==> src/rtl/fu_driver_if.sv <==
// fu_driver request/response bundle.
// Op request handshake in, result handshake out.
interface fu_driver_if;
   logic        in_valid;
   logic        in_ready;
   logic [2:0]  funct3;
   logic        funct7_b5;
   logic        is_imm;
   logic [31:0] rs1_val;
   logic [31:0] rs2_val;
   logic [31:0] imm;
   logic [4:0]  rd;
   logic        out_valid;
   logic        out_ready;
   logic [4:0]  out_rd;
   logic [31:0] out_data;
   logic [2:0]  out_flags;
   logic        out_err;

   modport slave (
      input  in_valid, funct3, funct7_b5, is_imm,
      input  rs1_val, rs2_val, imm, rd, out_ready,
      output in_ready, out_valid, out_rd, out_data,
      output out_flags, out_err
   );

   modport master (
      output in_valid, funct3, funct7_b5, is_imm,
      output rs1_val, rs2_val, imm, rd, out_ready,
      input  in_ready, out_valid, out_rd, out_data,
      input  out_flags, out_err
   );
endinterface

==> src/rtl/fu_driver.sv <==
// Sequences one RISC-V OP/OP-IMM instruction through an
// external combinational FunctionUnit, one op in flight.
module fu_driver #(
   parameter logic [3:0] FS_ADD = 4'b0000,
   parameter logic [3:0] FS_SUB = 4'b1000,
   parameter logic [3:0] FS_AND = 4'b0010,
   parameter logic [3:0] FS_OR  = 4'b0110,
   parameter logic [3:0] FS_XOR = 4'b1010,
   parameter logic [3:0] FS_SLL = 4'b0001,
   parameter logic [3:0] FS_SRL = 4'b0101,
   parameter logic [3:0] FS_SRA = 4'b1001
) (
   input  logic        clk,
   input  logic        rst,
   fu_driver_if.slave  bus,
   output logic [31:0] fu_a,
   output logic [31:0] fu_b,
   output logic [3:0]  fu_fs,
   input  logic [31:0] fu_result,
   input  logic        fu_z,
   input  logic        fu_c,
   input  logic        fu_v
);

   localparam logic [1:0] IDLE = 2'd0;
   localparam logic [1:0] EXEC = 2'd1;
   localparam logic [1:0] CMP  = 2'd2;
   localparam logic [1:0] DONE = 2'd3;

   logic [1:0]  r_state;
   logic [31:0] r_a;
   logic [31:0] r_b;
   logic [3:0]  r_fs;
   logic [4:0]  r_rd;
   logic        r_slt;
   logic        r_sltu;
   logic        r_shift;
   logic        r_ill;
   logic        r_n;
   logic [31:0] r_data;
   logic [2:0]  r_flags;
   logic        r_err;

   logic [3:0]  w_fs;
   logic        w_slt;
   logic        w_sltu;
   logic        w_shift;
   logic        w_ill;
   logic        w_exec;

   always_comb begin
      w_fs    = FS_ADD;
      w_slt   = 1'b0;
      w_sltu  = 1'b0;
      w_shift = 1'b0;
      unique case (bus.funct3)
         3'b000: w_fs = (!bus.is_imm && bus.funct7_b5) ? FS_SUB : FS_ADD;
         3'b001: begin
            w_fs    = FS_SLL;
            w_shift = 1'b1;
         end
         3'b010: begin
            w_fs  = FS_SUB;
            w_slt = 1'b1;
         end
         3'b011: begin
            w_fs   = FS_SUB;
            w_sltu = 1'b1;
         end
         3'b100: w_fs = FS_XOR;
         3'b101: begin
            w_fs    = bus.funct7_b5 ? FS_SRA : FS_SRL;
            w_shift = 1'b1;
         end
         3'b110: w_fs = FS_OR;
         3'b111: w_fs = FS_AND;
         default: w_fs = FS_ADD;
      endcase
      w_ill = (!bus.is_imm && bus.funct7_b5 &&
               bus.funct3 != 3'b000 && bus.funct3 != 3'b101) ||
              (bus.is_imm && bus.funct3 == 3'b001 && bus.funct7_b5);
      // Illegal ops run with a zeroed FS so nothing odd hits the unit.
      if (w_ill) begin
         w_fs    = 4'b0000;
         w_slt   = 1'b0;
         w_sltu  = 1'b0;
         w_shift = 1'b0;
      end
   end

   assign w_exec = (r_state == EXEC) && !r_ill;

   assign fu_a  = w_exec ? r_a : 32'd0;
   assign fu_b  = !w_exec ? 32'd0 :
                  r_shift ? {27'd0, r_b[4:0]} : r_b;
   assign fu_fs = w_exec ? r_fs : 4'd0;

   assign bus.in_ready  = (r_state == IDLE);
   assign bus.out_valid = (r_state == DONE);
   assign bus.out_rd    = r_rd;
   assign bus.out_data  = r_data;
   assign bus.out_flags = r_flags;
   assign bus.out_err   = r_err;

   always_ff @(posedge clk) begin
      if (rst) begin
         r_state <= IDLE;
         r_a     <= 32'd0;
         r_b     <= 32'd0;
         r_fs    <= 4'd0;
         r_rd    <= 5'd0;
         r_slt   <= 1'b0;
         r_sltu  <= 1'b0;
         r_shift <= 1'b0;
         r_ill   <= 1'b0;
         r_n     <= 1'b0;
         r_data  <= 32'd0;
         r_flags <= 3'd0;
         r_err   <= 1'b0;
      end else begin
         unique case (r_state)
            IDLE: begin
               if (bus.in_valid) begin
                  r_a     <= bus.rs1_val;
                  r_b     <= bus.is_imm ? bus.imm : bus.rs2_val;
                  r_fs    <= w_fs;
                  r_rd    <= bus.rd;
                  r_slt   <= w_slt;
                  r_sltu  <= w_sltu;
                  r_shift <= w_shift;
                  r_ill   <= w_ill;
                  r_state <= EXEC;
               end
            end
            EXEC: begin
               if (r_ill) begin
                  r_data  <= 32'd0;
                  r_flags <= 3'd0;
                  r_err   <= 1'b1;
                  r_state <= DONE;
               end else if (r_slt || r_sltu) begin
                  r_flags <= {fu_z, fu_c, fu_v};
                  r_n     <= fu_result[31];
                  r_err   <= 1'b0;
                  r_state <= CMP;
               end else begin
                  r_data  <= fu_result;
                  r_flags <= {fu_z, fu_c, fu_v};
                  r_err   <= 1'b0;
                  r_state <= DONE;
               end
            end
            CMP: begin
               // flags are {Z,C,V}: signed uses N^V, unsigned uses borrow
               r_data  <= {31'd0, r_slt ? (r_n ^ r_flags[0]) : ~r_flags[1]};
               r_state <= DONE;
            end
            DONE: begin
               if (bus.out_ready)
                  r_state <= IDLE;
            end
            default: r_state <= IDLE;
         endcase
      end
   end

endmodule

==> src/flat_wrapper.sv <==
// flat-port wrapper written by rule: the top's interface ports become plain ports
module fu_driver_flat 
#(
   parameter logic [3:0] FS_ADD = 4'b0000,
   parameter logic [3:0] FS_SUB = 4'b1000,
   parameter logic [3:0] FS_AND = 4'b0010,
   parameter logic [3:0] FS_OR  = 4'b0110,
   parameter logic [3:0] FS_XOR = 4'b1010,
   parameter logic [3:0] FS_SLL = 4'b0001,
   parameter logic [3:0] FS_SRL = 4'b0101,
   parameter logic [3:0] FS_SRA = 4'b1001
)
  (clk, rst, fu_a, fu_b, fu_fs, fu_result, fu_z, fu_c, fu_v, bus_in_valid, bus_funct3, bus_funct7_b5, bus_is_imm, bus_rs1_val, bus_rs2_val, bus_imm, bus_rd, bus_out_ready, bus_in_ready, bus_out_valid, bus_out_rd, bus_out_data, bus_out_flags, bus_out_err);
  fu_driver_if bus_i ();
  input  logic clk;
  input  logic rst;
  output logic [31:0] fu_a;
  output logic [31:0] fu_b;
  output logic [3:0] fu_fs;
  input  logic [31:0] fu_result;
  input  logic fu_z;
  input  logic fu_c;
  input  logic fu_v;
  input wire logic [$bits(bus_i.in_valid)-1:0] bus_in_valid;
  input wire logic [$bits(bus_i.funct3)-1:0] bus_funct3;
  input wire logic [$bits(bus_i.funct7_b5)-1:0] bus_funct7_b5;
  input wire logic [$bits(bus_i.is_imm)-1:0] bus_is_imm;
  input wire logic [$bits(bus_i.rs1_val)-1:0] bus_rs1_val;
  input wire logic [$bits(bus_i.rs2_val)-1:0] bus_rs2_val;
  input wire logic [$bits(bus_i.imm)-1:0] bus_imm;
  input wire logic [$bits(bus_i.rd)-1:0] bus_rd;
  input wire logic [$bits(bus_i.out_ready)-1:0] bus_out_ready;
  output wire logic [$bits(bus_i.in_ready)-1:0] bus_in_ready;
  output wire logic [$bits(bus_i.out_valid)-1:0] bus_out_valid;
  output wire logic [$bits(bus_i.out_rd)-1:0] bus_out_rd;
  output wire logic [$bits(bus_i.out_data)-1:0] bus_out_data;
  output wire logic [$bits(bus_i.out_flags)-1:0] bus_out_flags;
  output wire logic [$bits(bus_i.out_err)-1:0] bus_out_err;
  assign bus_i.in_valid = bus_in_valid;
  assign bus_i.funct3 = bus_funct3;
  assign bus_i.funct7_b5 = bus_funct7_b5;
  assign bus_i.is_imm = bus_is_imm;
  assign bus_i.rs1_val = bus_rs1_val;
  assign bus_i.rs2_val = bus_rs2_val;
  assign bus_i.imm = bus_imm;
  assign bus_i.rd = bus_rd;
  assign bus_i.out_ready = bus_out_ready;
  assign bus_in_ready = bus_i.in_ready;
  assign bus_out_valid = bus_i.out_valid;
  assign bus_out_rd = bus_i.out_rd;
  assign bus_out_data = bus_i.out_data;
  assign bus_out_flags = bus_i.out_flags;
  assign bus_out_err = bus_i.out_err;
  fu_driver #(.FS_ADD(FS_ADD), .FS_SUB(FS_SUB), .FS_AND(FS_AND), .FS_OR(FS_OR), .FS_XOR(FS_XOR), .FS_SLL(FS_SLL), .FS_SRL(FS_SRL), .FS_SRA(FS_SRA)) u_core (.clk(clk), .rst(rst), .bus(bus_i), .fu_a(fu_a), .fu_b(fu_b), .fu_fs(fu_fs), .fu_result(fu_result), .fu_z(fu_z), .fu_c(fu_c), .fu_v(fu_v));
endmodule
==> config.mk <==
export PLATFORM = sky130hd
export DESIGN_NAME = fu_driver_flat
export DESIGN_NICKNAME = d
export VERILOG_FILES = /design/src/rtl/fu_driver_if.sv /design/src/rtl/fu_driver.sv /design/src/flat_wrapper.sv
export SDC_FILE = /design/constraint.sdc
export NUM_CORES = 1
export LEC_CHECK = 0
export CORE_MARGIN = 2
export CORE_UTILIZATION = 39
export DETAILED_ROUTE_END_ITERATION = 12
export DONT_BUFFER_PORTS = 1
export GPL_ROUTABILITY_DRIVEN = 0
export PLACE_DENSITY_LB_ADDON = 0.2
export SYNTH_ARGS = -nofsm -noshare
export SYNTH_HDL_FRONTEND = slang
export SYNTH_SLANG_ARGS = --single-unit
==> constraint.sdc <==
create_clock -name clk -period 1.5 [get_ports clk]
set_input_delay 0.225 -clock clk [delete_from_list [all_inputs] [get_ports clk]]
set_output_delay 0.225 -clock clk [all_outputs]
set_load 0.03 [all_outputs]
==> results of run 1 <==
[report_power, final]
part	switching, uW	internal (uW)	total [uW]
logic	4150	4050	8200
clock network	1350	3020	4380
registers	1340	3930	5260
total	6840	11000	17800
[routing by layer]
| metal | up-vias | share of wire [%] | global-route usage, % |
|---|---|---|---|
| li1 | 2147 | - | - |
| met4 | 0 | 2.3 | 8.09 |
| met2 | 175 | 49 | 29.3 |
| met5 | - | 0 | 0 |
| met3 | 26 | 6.5 | 5.94 |
| met1 | 2156 | 42 | 21.0 |
[Yosys cell counts, types with 2 or more instances]
cell        n
dfxtp_1   115
nand2_1   111
a21oi_1    69
and2_1     69
nor2_1     45
mux2i_1    35
a211oi_1   32
nand3_1    23
buf_2      19
clkbuf_1   13
nand3_2     9
a21oi_2     8
inv_1       7
ha_1        5
buf_6       4
clkbuf_2    4
clkbuf_4    4
nand2b_1    4
and2b_1     3
o21ai_0     3
a221oi_1    2
a32oi_1     2
buf_4       2
buf_8       2
nand3b_1    2
nor2_4      2
nor3_1      2
xnor2_1     2
[what timing repair did]
action                                 in CTS  in global routing
gates resized for setup                    46                105
endpoints found under the hold margin     115                115
cloned                                      3                 15
setup endpoints to repair                 139                130
setup buffers                               7                 14
pin swaps                                  26                 52
[worst min path at each step]
stage               cells past startpoint     startpoint                      end
floorplan                               2  fu_result[19]  u_core.bus.out_data[19]
global placement                        1            rst  u_core.bus.out_data[28]
detailed placement                      1            rst           u_core.r_b[14]
CTS                                     1            rst           u_core.r_b[25]
global route                            1            rst           u_core.r_b[25]
finish                                  1            rst           u_core.r_b[25]
[flip-flops by register name, summed over array words and instances, names as in the netlist]
register and count:
u_core.bus.out_data 32, u_core.bus.out_err 1, u_core.bus.out_flags 3, u_core.bus.out_rd 5, u_core.r_a 32, u_core.r_b 32
u_core.r_fs 4, u_core.r_ill 1, u_core.r_n 1, u_core.r_slt 1, u_core.r_sltu 1, u_core.r_state 2
[critical path: stages, from the launching register on]
cell	delay, ns
dfxtp_2	0.33
inv_2	0.07
ha_4	0.16
nand2b_4	0.07
nor2_4	0.14
buf_12	0.13
clkbuf_16	0.14
and2_4	0.19
[kinds of logic (layout without fill, tap and decap cells)]
kind of cell | after synthesis | in the layout | synth area share (%)
simple gates | 273 | 274 | 25.7
xor+xnor | 2 | 2 | 0.335
buf+inv | 57 | 107 | 6.58
mux | 35 | 35 | 6.70
flops | 115 | 115 | 44.0
fa+ha+maj | 5 | 5 | 1.20
compound gates | 126 | 128 | 15.5
[through the flow]
step / std cells / setup WS [ns] / total power, uW / util (%) / hold WS, ns
6_report: 842 / -0.376 / 17800 / 55.6 / -0.105
5_1_grt: 842 / -0.441 / 18700 / 55.6 / -0.129
2_1_floorplan: 613 / 0.0109 / 9370 / - / 0.360
3_3_place_gp: 772 / -0.0397 / 10200 / 42.8 / 0.307
4_1_cts: 814 / -0.417 / 15500 / 49.7 / -0.127
3_5_place_dp: 772 / -0.102 / 10400 / 42.8 / 0.308
[final cells by class]
class / count / area, um^2
timing repair buffer: 68 / 1000
multi-input combinational: 444 / 3140
sequential: 115 / 2310
clock buffer: 22 / 464
tap: 176 / 220
fill: 1157 / 5850
inverter: 7 / 28.8
clock inverter: 10 / 179
==> impl_results.md, run 1 <==
* Startpoint type of the worst setup path: flip-flop
* Synth unique cells at 43
* Commonest non-fill, non-tap cell in the layout: dfxtp_1
* Synth Cell Area at 5230 um^2
* P per Cell Area at 2430 nW/um^2
* Reg clk slew, reported paths at 0.05 ns
* Origin of the worst setup path: u_core.r_state[1]
* Crit path arrival time at 1.65 ns
* Yosys top cell by area: dfxtp_1
* Area grow syn2layout at 40.3%
* Crit path capture type: output pin
* # IOs at 256
* Tmin final at 1.88 ns
* WS Path Type: flip-flop to output pin
* CTS H-tree lvls at 4
* Drt first pass iters at 4
* Status: finished, violations left
* Worst Hold Margin at -0.105 ns
* Worst Max-Slew Pin Slew at 0.407 ns
* Clock Path Buffers at 2
* Hold Vio Cnt, Final at 105
* CTS buffer count at 17
* Clk sinks at 115
* Critical register-to-register path startpoint: u_core.r_state[1]
* Clock skew at 0.00527 ns
* Vias in the first global route at 3939
* Share of cells above drive strength 1 at 41.7%
* Routed Antenna Nets at 0
* EDFF count, synth at 0
* Initial Utilization at 39.6%
* Drt first-iter violations at 253
* Synthesis Warnings at 0
* Reg2Reg Depth at 11
* Final setup margin at -0.376 ns
* Total GRT Usage at 17.8%
* Port bufs at 0
* Worst-Skew Late Latency at 0.41 ns
* Asr flop ratio synth at 0%
* Post-route design area at 7340 um^2
* First-pass GRT wire length at 19900 um
* Cells after Synth at 613
* Sequential share of the synthesized area at 44.0%
* Area of the die at 14300 um^2
* WL/cell at 17.8 um
* R2R setup slack at -0.19 ns
* ANT cells at 0
* Static Leak at 0.00289 uW
* Die X at 120 um
* Max Slew Vio Count at 0
* Largest net degree at the start of global routing at 117
* CTS tree: yes
* Worst-path fanout max at 6
* Post-Syn Area per Cell at 8.53 um^2
* Critical Path End: fu_b[29]
* Die H at 120 um
* Vias per inst at 5.35
* Max Fclk at 533 MHz
* Yosys reg bits at 115
* VDD IR-drop max at 2.05 mV
* Area contributors post-synth: dfxtp_1 (44%), and2_1 (8.3%), nand2_1 (8.0%)
* Most frequent cells in the layout: dfxtp_1 (112), nand2_1 (83), and2_4 (70), a21oi_1 (41), nor2_1 (39)
* Post-route DRC at 0
* Post-synthesis net count at 763
* Worst hold path type: primary input to flip-flop
* # setup viols final at 135
* Setup TNS at -28.31 ns
* RSZ-0062 raised after global routing: true
* Slew HR at 72.8%
* DR vias at 4504
* Most used DFF post-synth: dfxtp_1
* Root buf cell: clkbuf_16
* Overflow after GRT at 0
* Post-DP HPWL at 8960 um
* Max-cap viol count at 0
* Drt total wl at 15000 um
* CP required at 1.27 ns
* Failing checks: hold timing, setup timing
* Post-DP Area at 5650 um^2
* Antenna violations before repair at 0
* Crit Reg-Reg Endpoint: u_core.bus.out_data[5]
* Top cell type's share of synthesized area at 44.0%
* Fin nets at 803
* Tcrit/Tclk final at 125%
* # rows at 42
* Core Region at 13200 um^2
(Power assumes the default switching activity.)
==> inputs of run 2 (changes only) <==
Settings changed: PLACE_DENSITY_LB_ADDON 0.2 to 0.05.
==> impl_results.md, run 2 (same netlist as run 1, synthesis figures left out) <==
* Max Slew Vio Count at 0
* Root buf cell: clkbuf_16
* Die X at 120 um
* Antenna violations before repair at 0
* Max Fclk at 541 MHz
* Commonest non-fill, non-tap cell in the layout: dfxtp_1
* Post-route design area at 6810 um^2
* Most frequent cells in the layout: dfxtp_1 (113), nand2_1 (102), and2_4 (63), a21oi_1 (61), nor2_1 (44)
* Hold Vio Cnt, Final at 115
* CTS H-tree lvls at 4
* R2R setup slack at -0.03 ns
* Worst Hold Margin at -0.0975 ns
* Core Region at 13200 um^2
* Reg power frac at 32.6%
* Initial Utilization at 39.6%
* CP required at 1.27 ns
* DR vias at 4300
* VDD IR-drop max at 1.10 mV
* Max layer used: met4
* Met2 Wirelength at 7070 um
* ANT cells at 0
* Critical register-to-register path startpoint: u_core.r_state[1]
* Largest net degree at the start of global routing at 117
* Worst-Skew Late Latency at 0.41 ns
* Total net switching power at 6270 uW
* Min-Delay Path Depth at 1
* Port bufs at 0
* Vias in the first global route at 3903
* Max-cap viol count at 0
* Register Area at 2310 um^2
* Critical-path cell list: inv_2 > ha_4 > nand2b_4 > nor2_4 > buf_12 > and2_1 > buf_6
* Fin nets at 787
* Drt total wl at 14400 um
* Slew HR at 75.3%
* Routed Antenna Nets at 0
* Status: finished, violations left
* Worst hold path type: primary input to flip-flop
* Failing checks: hold timing, setup timing
* Vias per inst at 5.22
* # setup viols final at 83
* Clock Path Buffers at 2
* Crit Reg-Reg Endpoint: u_core.bus.out_data[17]
* Overflow after GRT at 0
* Post-route DRC at 0
* Crit path arrival time at 1.62 ns
* Multi-input gate area at 2910 um^2
* Logic gate share of total power at 43.6%
* Fin util at 51.6%
* Area of the die at 14300 um^2
* # IOs at 256
* Final setup margin at -0.348 ns
* WL/cell at 17.5 um
* Crit path capture type: output pin
* Cell Int Power at 9680 uW
* Total GRT Usage at 17.8%
* Switch share at 39.3%
* WS Path Type: flip-flop to output pin
* Post-DP HPWL at 8990 um
* Worst-path fanout max at 14
* Critical path's slowest cell: dfxtp_2
* Area grow syn2layout at 30.2%
* CP max stage delay at 0.32 ns
* Hold_sp: rst
* First-pass GRT wire length at 20000 um
* Tmin final at 1.85 ns
* Drt first pass iters at 4
* Static Leak at 0.00268 uW
* Clock power share at 23.8%
* Share of cells above drive strength 1 at 31.0%
* Post-DP Area at 5670 um^2
* Met3 routed WL at 954 um
* RSZ-0062 raised after global routing: true
* # fillers at 1262
* Met1 Wirelength at 6220 um
* CTS buffer count at 17
* Tcrit/Tclk final at 123%
* Drt first-iter violations at 171
* Worst Max-Slew Pin Slew at 0.371 ns
* Reg clk slew, reported paths at 0.05 ns
* Startpoint type of the worst setup path: flip-flop
* Clk sinks at 115
* Clock skew at 0.0107 ns
* Min-Delay Endpoint: u_core.r_b[22]
* Reg2Reg Depth at 8
* P per Cell Area at 2340 nW/um^2
* # rows at 42
* CTS tree: yes
* Die H at 120 um
run 2: worst max-delay path, delay by kind of cell, from the launching register on:
family / cells / cell delay, ns
fa+ha+maj: 1 / 0.16
buf+inv: 3 / 0.37
flops: 1 / 0.32
simple gates: 3 / 0.37
run 2: metal layers:
metal | vias to the layer above | track usage (%)
li1 | 2113 | -
met1 | 2027 | 22.0
met2 | 145 | 28.0
met3 | 15 | 5.89
met4 | 0 | 8.46
met5 | - | 0
run 2: through the flow:
step	std cells	power (uW)	setup TNS (ns)	setup slack, ns
2_1_floorplan	613	9370	0	0.0109
6_report	824	15900	-21.19	-0.348
4_1_cts	807	14700	-23.77	-0.389
3_5_place_dp	773	10500	0	0.0202
3_3_place_gp	773	10400	0	0.0595
5_1_grt	824	16800	-27.45	-0.417
run 2: how the worst max path moves through the flow:
stage	start	to	slack, ns	depth (start not counted)
2_1_floorplan	u_core.r_state[1]	fu_a[0]	0.01	6
3_3_place_gp	u_core.r_state[1]	fu_b[31]	0.06	7
3_5_place_dp	u_core.r_state[1]	fu_a[13]	0.02	5
4_1_cts	u_core.r_state[1]	fu_b[11]	-0.39	7
5_1_grt	u_core.r_state[1]	fu_b[10]	-0.42	7
6_report	u_core.r_state[1]	fu_b[9]	-0.35	7
run 2: power groups by stage:
stage                     logic (uW)  clock network (uW)  registers, uW
after floorplan                 4270                   0           5100
after global placement          5160                   0           5220
after detailed placement        5260                   0           5230
after CTS                       5600                3900           5190
after global routing            7510                4030           5280
final                           6950                3800           5200
run 2: final cells by class:
class,instances,area share (%)
multi-input combinational,443,42.8
clock inverter,6,1.18
tap,176,3.23
inverter,7,0.386
clock buffer,24,6.93
timing repair buffer,53,11.6
sequential,115,33.9
run 2: what timing repair did:
| item | in CTS | in global routing |
|---|---|---|
| buffers inserted | 3 | 6 |
| endpoints found under the setup margin | 69 | 163 |
| cloned | 1 | 13 |
| resized for setup | 29 | 41 |
| pin swaps | 34 | 16 |
| hold endpoints to repair | 115 | 115 |
